## src/rtl/button_pkg.sv

```systemverilog
// Shared types, defaults and helpers for the button_bank debouncer slice.
package button_pkg;

    // Per-channel hold tracking after a debounced press
    typedef enum logic [1:0] {
        IDLE = 2'd0,
        HELD = 2'd1,
        LONG = 2'd2
    } hold_state_t;

    // Default system clock frequency in Hz
    localparam int SYSCLOCK_FREQ_DEFAULT = 100_000_000;

    // Bits needed to hold any count from 0 up to value
    function automatic int cnt_width(input int value);
        return $clog2(value + 1);
    endfunction

endpackage

```

## src/rtl/button_channel.sv

```systemverilog
// One button channel: 2-flop synchroniser, debounce counter and hold FSM
// producing press/release, long-press and auto-repeat pulses.
module button_channel
    import button_pkg::*;
#(
    parameter int DEBOUNCE_CYCLES   = SYSCLOCK_FREQ_DEFAULT / 200,
    parameter int LONG_PRESS_CYCLES = SYSCLOCK_FREQ_DEFAULT,
    parameter int REPEAT_CYCLES     = SYSCLOCK_FREQ_DEFAULT / 10,
    parameter int REPEAT_EN         = 1
) (
    input  logic clk,
    input  logic reset,
    input  logic pin,
    output logic level,
    output logic pressed,
    output logic released,
    output logic long_press,
    output logic auto_repeat
);

    localparam int DW  = cnt_width(DEBOUNCE_CYCLES);
    localparam int LW  = cnt_width(LONG_PRESS_CYCLES);
    localparam int RW  = cnt_width(REPEAT_CYCLES);
    localparam int HW  = (LW > RW) ? LW : RW;

    generate
        if (DEBOUNCE_CYCLES < 1 || LONG_PRESS_CYCLES < 1 || REPEAT_CYCLES < 1) begin : g_bad_cycles
            $error("button_channel: *_CYCLES parameters must be >= 1");
        end
    endgenerate

    logic [1:0]    sync;
    logic          s;
    logic [DW-1:0] dcnt;
    logic [HW-1:0] hcnt;
    hold_state_t   state;
    logic          deb_done;
    logic          press_evt;
    logic          rel_evt;

    assign s         = sync[1];
    assign deb_done  = (s != level) && (dcnt == DW'(DEBOUNCE_CYCLES - 1));
    assign press_evt = deb_done &&  s;
    assign rel_evt   = deb_done && !s;

    // Bring the raw pin into the clk domain
    always_ff @(posedge clk or posedge reset) begin
        if (reset) begin
            sync <= '0;
        end else begin
            sync <= {sync[0], pin};
        end
    end

    // Accept a new level only after it persists DEBOUNCE_CYCLES edges
    always_ff @(posedge clk or posedge reset) begin
        if (reset) begin
            dcnt     <= '0;
            level    <= 1'b0;
            pressed  <= 1'b0;
            released <= 1'b0;
        end else begin
            pressed  <= 1'b0;
            released <= 1'b0;
            if (s == level) begin
                dcnt <= '0;
            end else if (deb_done) begin
                level    <= s;
                dcnt     <= '0;
                pressed  <= s;
                released <= !s;
            end else begin
                dcnt <= dcnt + 1'b1;
            end
        end
    end

    // Hold FSM: time the press for long_press, then auto-repeat; a release
    // completing on the same edge overrides any due long_press/repeat
    always_ff @(posedge clk or posedge reset) begin
        if (reset) begin
            state       <= IDLE;
            hcnt        <= '0;
            long_press  <= 1'b0;
            auto_repeat <= 1'b0;
        end else begin
            long_press  <= 1'b0;
            auto_repeat <= 1'b0;
            if (rel_evt) begin
                state <= IDLE;
                hcnt  <= '0;
            end else begin
                case (state)
                    IDLE: begin
                        hcnt <= '0;
                        if (press_evt) begin
                            state <= HELD;
                        end
                    end
                    HELD: begin
                        if (hcnt == HW'(LONG_PRESS_CYCLES - 1)) begin
                            long_press <= 1'b1;
                            hcnt       <= '0;
                            state      <= LONG;
                        end else begin
                            hcnt <= hcnt + 1'b1;
                        end
                    end
                    LONG: begin
                        if (REPEAT_EN == 0) begin
                            hcnt <= '0;
                        end else if (hcnt == HW'(REPEAT_CYCLES - 1)) begin
                            auto_repeat <= 1'b1;
                            hcnt        <= '0;
                        end else begin
                            hcnt <= hcnt + 1'b1;
                        end
                    end
                    default: begin
                        state <= IDLE;
                        hcnt  <= '0;
                    end
                endcase
            end
        end
    end

endmodule

```

## src/rtl/button_bank.sv

```systemverilog
// Bank of CHANNELS independent debounced buttons with press, release,
// long-press and auto-repeat pulses.
module button_bank
    import button_pkg::*;
#(
    parameter int CHANNELS          = 4,
    parameter int SYSCLOCK_FREQ     = SYSCLOCK_FREQ_DEFAULT,
    parameter int DEBOUNCE_CYCLES   = SYSCLOCK_FREQ / 200,
    parameter int LONG_PRESS_CYCLES = SYSCLOCK_FREQ,
    parameter int REPEAT_CYCLES     = SYSCLOCK_FREQ / 10,
    parameter int REPEAT_EN         = 1
) (
    input  logic                clk,
    input  logic                reset,
    input  logic [CHANNELS-1:0] pin,
    output logic [CHANNELS-1:0] level,
    output logic [CHANNELS-1:0] pressed,
    output logic [CHANNELS-1:0] released,
    output logic [CHANNELS-1:0] long_press,
    output logic [CHANNELS-1:0] auto_repeat
);

    generate
        if (CHANNELS < 1) begin : g_bad_channels
            $error("button_bank: CHANNELS must be >= 1");
        end

        // One fully independent channel per pin
        for (genvar i = 0; i < CHANNELS; i++) begin : g_ch
            button_channel #(
                .DEBOUNCE_CYCLES  (DEBOUNCE_CYCLES),
                .LONG_PRESS_CYCLES(LONG_PRESS_CYCLES),
                .REPEAT_CYCLES    (REPEAT_CYCLES),
                .REPEAT_EN        (REPEAT_EN)
            ) u_ch (
                .clk        (clk),
                .reset      (reset),
                .pin        (pin[i]),
                .level      (level[i]),
                .pressed    (pressed[i]),
                .released   (released[i]),
                .long_press (long_press[i]),
                .auto_repeat(auto_repeat[i])
            );
        end
    endgenerate

endmodule
```

## config.mk

```make
export PLATFORM = sky130hd
export DESIGN_NAME = button_bank
export DESIGN_NICKNAME = d
export VERILOG_FILES = /design/src/rtl/button_pkg.sv /design/src/rtl/button_channel.sv /design/src/rtl/button_bank.sv
export SDC_FILE = /design/constraint.sdc
export NUM_CORES = 1
export LEC_CHECK = 0
export BUFFER_PORTS_ARGS = -buffer_cell sky130_fd_sc_hd__buf_2
export CAP_MARGIN = 20
export CORE_ASPECT_RATIO = 0.6
export CORE_UTILIZATION = 60
export DETAILED_ROUTE_END_ITERATION = 8
export GPL_TIMING_DRIVEN = 0
export MAX_ROUTING_LAYER = met4
export PLACE_DENSITY = 0.74
export SYNTH_ARGS = -nofsm -noshare
export SYNTH_HDL_FRONTEND = slang
export SYNTH_SLANG_ARGS = --single-unit
export TNS_END_PERCENT = 1
```

## constraint.sdc

```tcl
create_clock -name clk -period 7.3 [get_ports clk]
set_clock_uncertainty 0.2 [all_clocks]
set_input_delay 0.365 -clock clk [delete_from_list [all_inputs] [get_ports clk]]
set_output_delay 0.365 -clock clk [all_outputs]
set_load 0.01 [all_outputs]
```

==> summary.txt <==
Drt
  – DR pass1 iterations: 5
  – Via density per instance: 5.707
  – Wirelength, routed: about 22 mm
  – Drt wl/cell: ~15 um
  – First DRT Iteration DRCs: ~650
  – Routed Antenna Nets: 0
  – Vias: a little over 8000
  – # DRC: 0

Worst setup path
  – Delay-heaviest family, CP: simple AND/OR/NAND/NOR gates
  – Kind of critical path: reg2reg
  – Crit-path slowest cell: nor4_1
  – WP buf/inv: 1
  – Worst path cell trace: ha_1 -> nand4_1 -> nor4_1 -> nand3_1 -> nand2_1 -> clkbuf_1 -> nor2_1
  – CP arrival: 3.37 ns
  – Required time of the critical path: around 7.5 ns
  – Worst setup EP type: register
  – Crit-path max cell delay: around 0.76 ns
  – Critical Path Fanout Max: 10
  – Startpoint Class: register

Timing
  – Setup TNS: 0 ns
  – Fmax: slightly above 300 MHz
  – Hold Vio Cnt, Final: 0
  – Endpoints failing setup: 0
  – Slew Limit Fails: 0
  – Shortest period the worst path allows: between 3 and 4 ns
  – Slew Limit Headroom: around two fifths
  – Worst Tran Pin Value: roughly 0.88 ns
  – Final period utilization: a little over two fifths
  – Unrepaired setup endpoints after global routing: false

Placement
  – IO Port Bufs: 25
  – Placed cell areas: around 12000 um^2
  – Detail Placement HPWL: roughly 15 mm
  – Gp weighted congestion: around 0.86
  – Cells after DPL: 1394

Clock network
  – CTS tree: built
  – Post-CTS Setup Inserts: 0
  – Clock tree buffer depth: 3
  – Total CTS buffers: 21
  – Worst-Skew Late Latency: between 0.4 and 0.5 ns
  – H-tree lvl count: 1
  – Clock Sinks: 220
  – Post_cts resized: 0
  – Clock transition at path regs: 0.06 ns
  – Clock root buffer: clkbuf_16

Layout
  – Ant. Diodes: 0
  – Fillers: about 1400
  – Finished Cell Area: between 10000 and 15000 um^2
  – P&R area growth vs syn: 10.97%
  – Final instance count without filler cells: 1435
  – Layout cells sized above 1: between 10 and 15%
  – Final net count: between 1000 and 1500

Synth
  – Cell area after synthesis: around 11000 um^2
  – Most frequent cell after synthesis: dfrtp_1
  – Yosys reg bits: 220
  – Unique masters post-synth: 62
  – Gate Count Post-Synth: ~1100
  – Post-synthesis async set-or-reset flop share: 100.0%
  – Primary FF master, synth: dfrtp_1
  – Top cell type by total area after synthesis: dfrtp_1
  – Top-area cell type share of the netlist area: a little under 50%
  – Post-synth top cells: 220 x dfrtp_1, 194 x nor2_1, 101 x xor2_1
  – Syn_nets: between 1000 and 1500
  – Post-synth EDFFs: 0
  – Sequential-to-total area share from yosys stat: between 40% and 50%
  – Largest cells by area after synthesis: dfrtp_1 49%, xor2_1 7.9%, nor2_1 6.5%, xnor2_1 5.2%, nand3_1 3.4%
  – YS warnings: 0
  – Syn Area/Cell: 9.953 um^2

Power and ir drop
  – LEAKAGE: between 0.005 and 0.006 uW
  – Pwr dens: 188.7 nW/um^2
  – Worst vdd ir: ~170 uV

Global routing
  – Vias in the first global route: 7801
  – GRT Overall Usage: between 20 and 30%
  – Grt ovf: 0
  – Antenna violations before repair: 0
  – Global-route wire length before repair: approximately 38 mm
  – Largest net degree at the start of global routing: 82

Die
  – Die area: slightly below 20000 um^2
  – FP Rows: 38
  – Die X-Extent: about 180 um
  – I/O Pins: 26
  – DIE HEIGHT: between 100 and 150 um
  – Core ar.: approximately 18000 um^2
  – Initial cell density of the core: roughly 62%

Hold path
  – Worst hold path type: reg2reg

Outcome
  – Outcome: finished, final reports clean

Job
  – Max-capacitance violation count: 0
==> state kept, by name (all words and copies together), names as in the netlist <==
signal and count:
g_ch.u_ch.auto_repeat 4, g_ch.u_ch.dcnt 76, g_ch.u_ch.hcnt 108, g_ch.u_ch.level 4
g_ch.u_ch.long_press 4, g_ch.u_ch.pressed 4, g_ch.u_ch.released 4, g_ch.u_ch.state 8
g_ch.u_ch.sync 8
==> where the power goes <==
part	internal, uW	leakage (uW)	switching [uW]
sequential	1230	0.00305	7.59
combinational	13.5	0.00187	36.2
clock	612	0.000328	447
==> stage by stage <==
step	setup slack [ns]	power, uW	util, %	hold slack, ns
2_1_floorplan	0.7139	1288	-	0.1312
3_3_place_gp	-1.633	1302	63.94	0.1317
3_5_place_dp	4.148	1306	64.39	0.1364
4_1_cts	4.135	2372	68.30	0.1508
5_1_grt	3.963	2428	68.35	0.1602
6_report	4.089	2343	68.35	0.1480
==> path summary, 6_finish.rpt <==
path / from / to / slack [ns] / cells after the start
setup / recovery: g_ch[1].u_ch.dcnt[0] / g_ch[1].u_ch.dcnt[12] / 4.09 / 7
hold / removal: g_ch[3].u_ch.sync[0] / g_ch[3].u_ch.sync[1] / 0.15 / 0
setup reg to reg: g_ch[1].u_ch.dcnt[0] / g_ch[1].u_ch.dcnt[12] / 4.09 / 7
hold reg to reg: g_ch[3].u_ch.sync[0] / g_ch[3].u_ch.sync[1] / 0.15 / 0
max in group asynchronous: reset / g_ch[2].u_ch.auto_repeat / 5.52 / 5
min in group asynchronous: reset / g_ch[1].u_ch.dcnt[12] / 0.27 / 3
==> final cells by class <==
cell class	count	area, um^2	area share (%)
clock inverters	5	53.80	0.4334
flip-flops and latches	220	5505	44.35
clock buffers	29	605.6	4.878
inverters	35	138.9	1.119
plain buffers	42	287.8	2.318
well taps	240	300.3	2.419
repair buffers	37	260.3	2.096
multi-input cells	827	5263	42.39
==> repair_timing <==
item | in CTS | in global routing
hold buffers | 5 | 0
endpoints found under the hold margin | 68 | 0
setup endpoints to repair | 0 | 0
==> routing by layer <==
layer / global-route usage (%) / vias to the layer above / part of all wire [%]
met1: 40.58 / 4001 / 54
met3: 3.496 / 28 / 4.6
li1: - / 3992 / -
met2: 33.44 / 169 / 40
met4: 5.085 / 0 / 1.6
met5: - / - / 0
==> worst reg2reg max path: cells and delay by family, from the launching register on <==
kind | cells | cell delay [ns]
buffers and inverters | 1 | 0.43
flip-flops | 1 | 0.38
adder cells (fa/ha/maj) | 1 | 0.25
AND/OR/NAND/NOR | 5 | 1.81
==> cells by family after synthesis <==
logic type / synth area share [%]
buffers and inverters: 3.747
and+or+nand+nor: 27.38
adders and majority gates: 2.684
xor gates and xnor gates: 13.15
AOI/OAI and AO/OA: 3.333
muxes: 0.4921
DFF: 49.21
==> layout by cell type (no fill, tap or decap), types with 4 or more instances in the layout <==
cell and instances:
dfrtp_1 220, nor2_1 194, xor2_1 101, nand3_1 76, nand2_1 71, xnor2_1 67, nand4_1 56, buf_2 34
inv_1 33, and3_1 33, ha_1 24, buf_4 23, nor3_1 23, clkbuf_16 21, and4_1 20, nor2_2 20
nor4_1 18, clkbuf_1 13, or3_1 9, and2_1 9, nor4bb_1 9, nor4b_1 8, a21oi_1 8, nor3b_1 7
o21ai_0 5, nand4b_1 5, clkbuf_8 5, dlygate4sd3_1 5, o41a_1 4, nor2b_1 4, mux2_2 4
No activity file was read; power rests on OpenSTA's default activity.
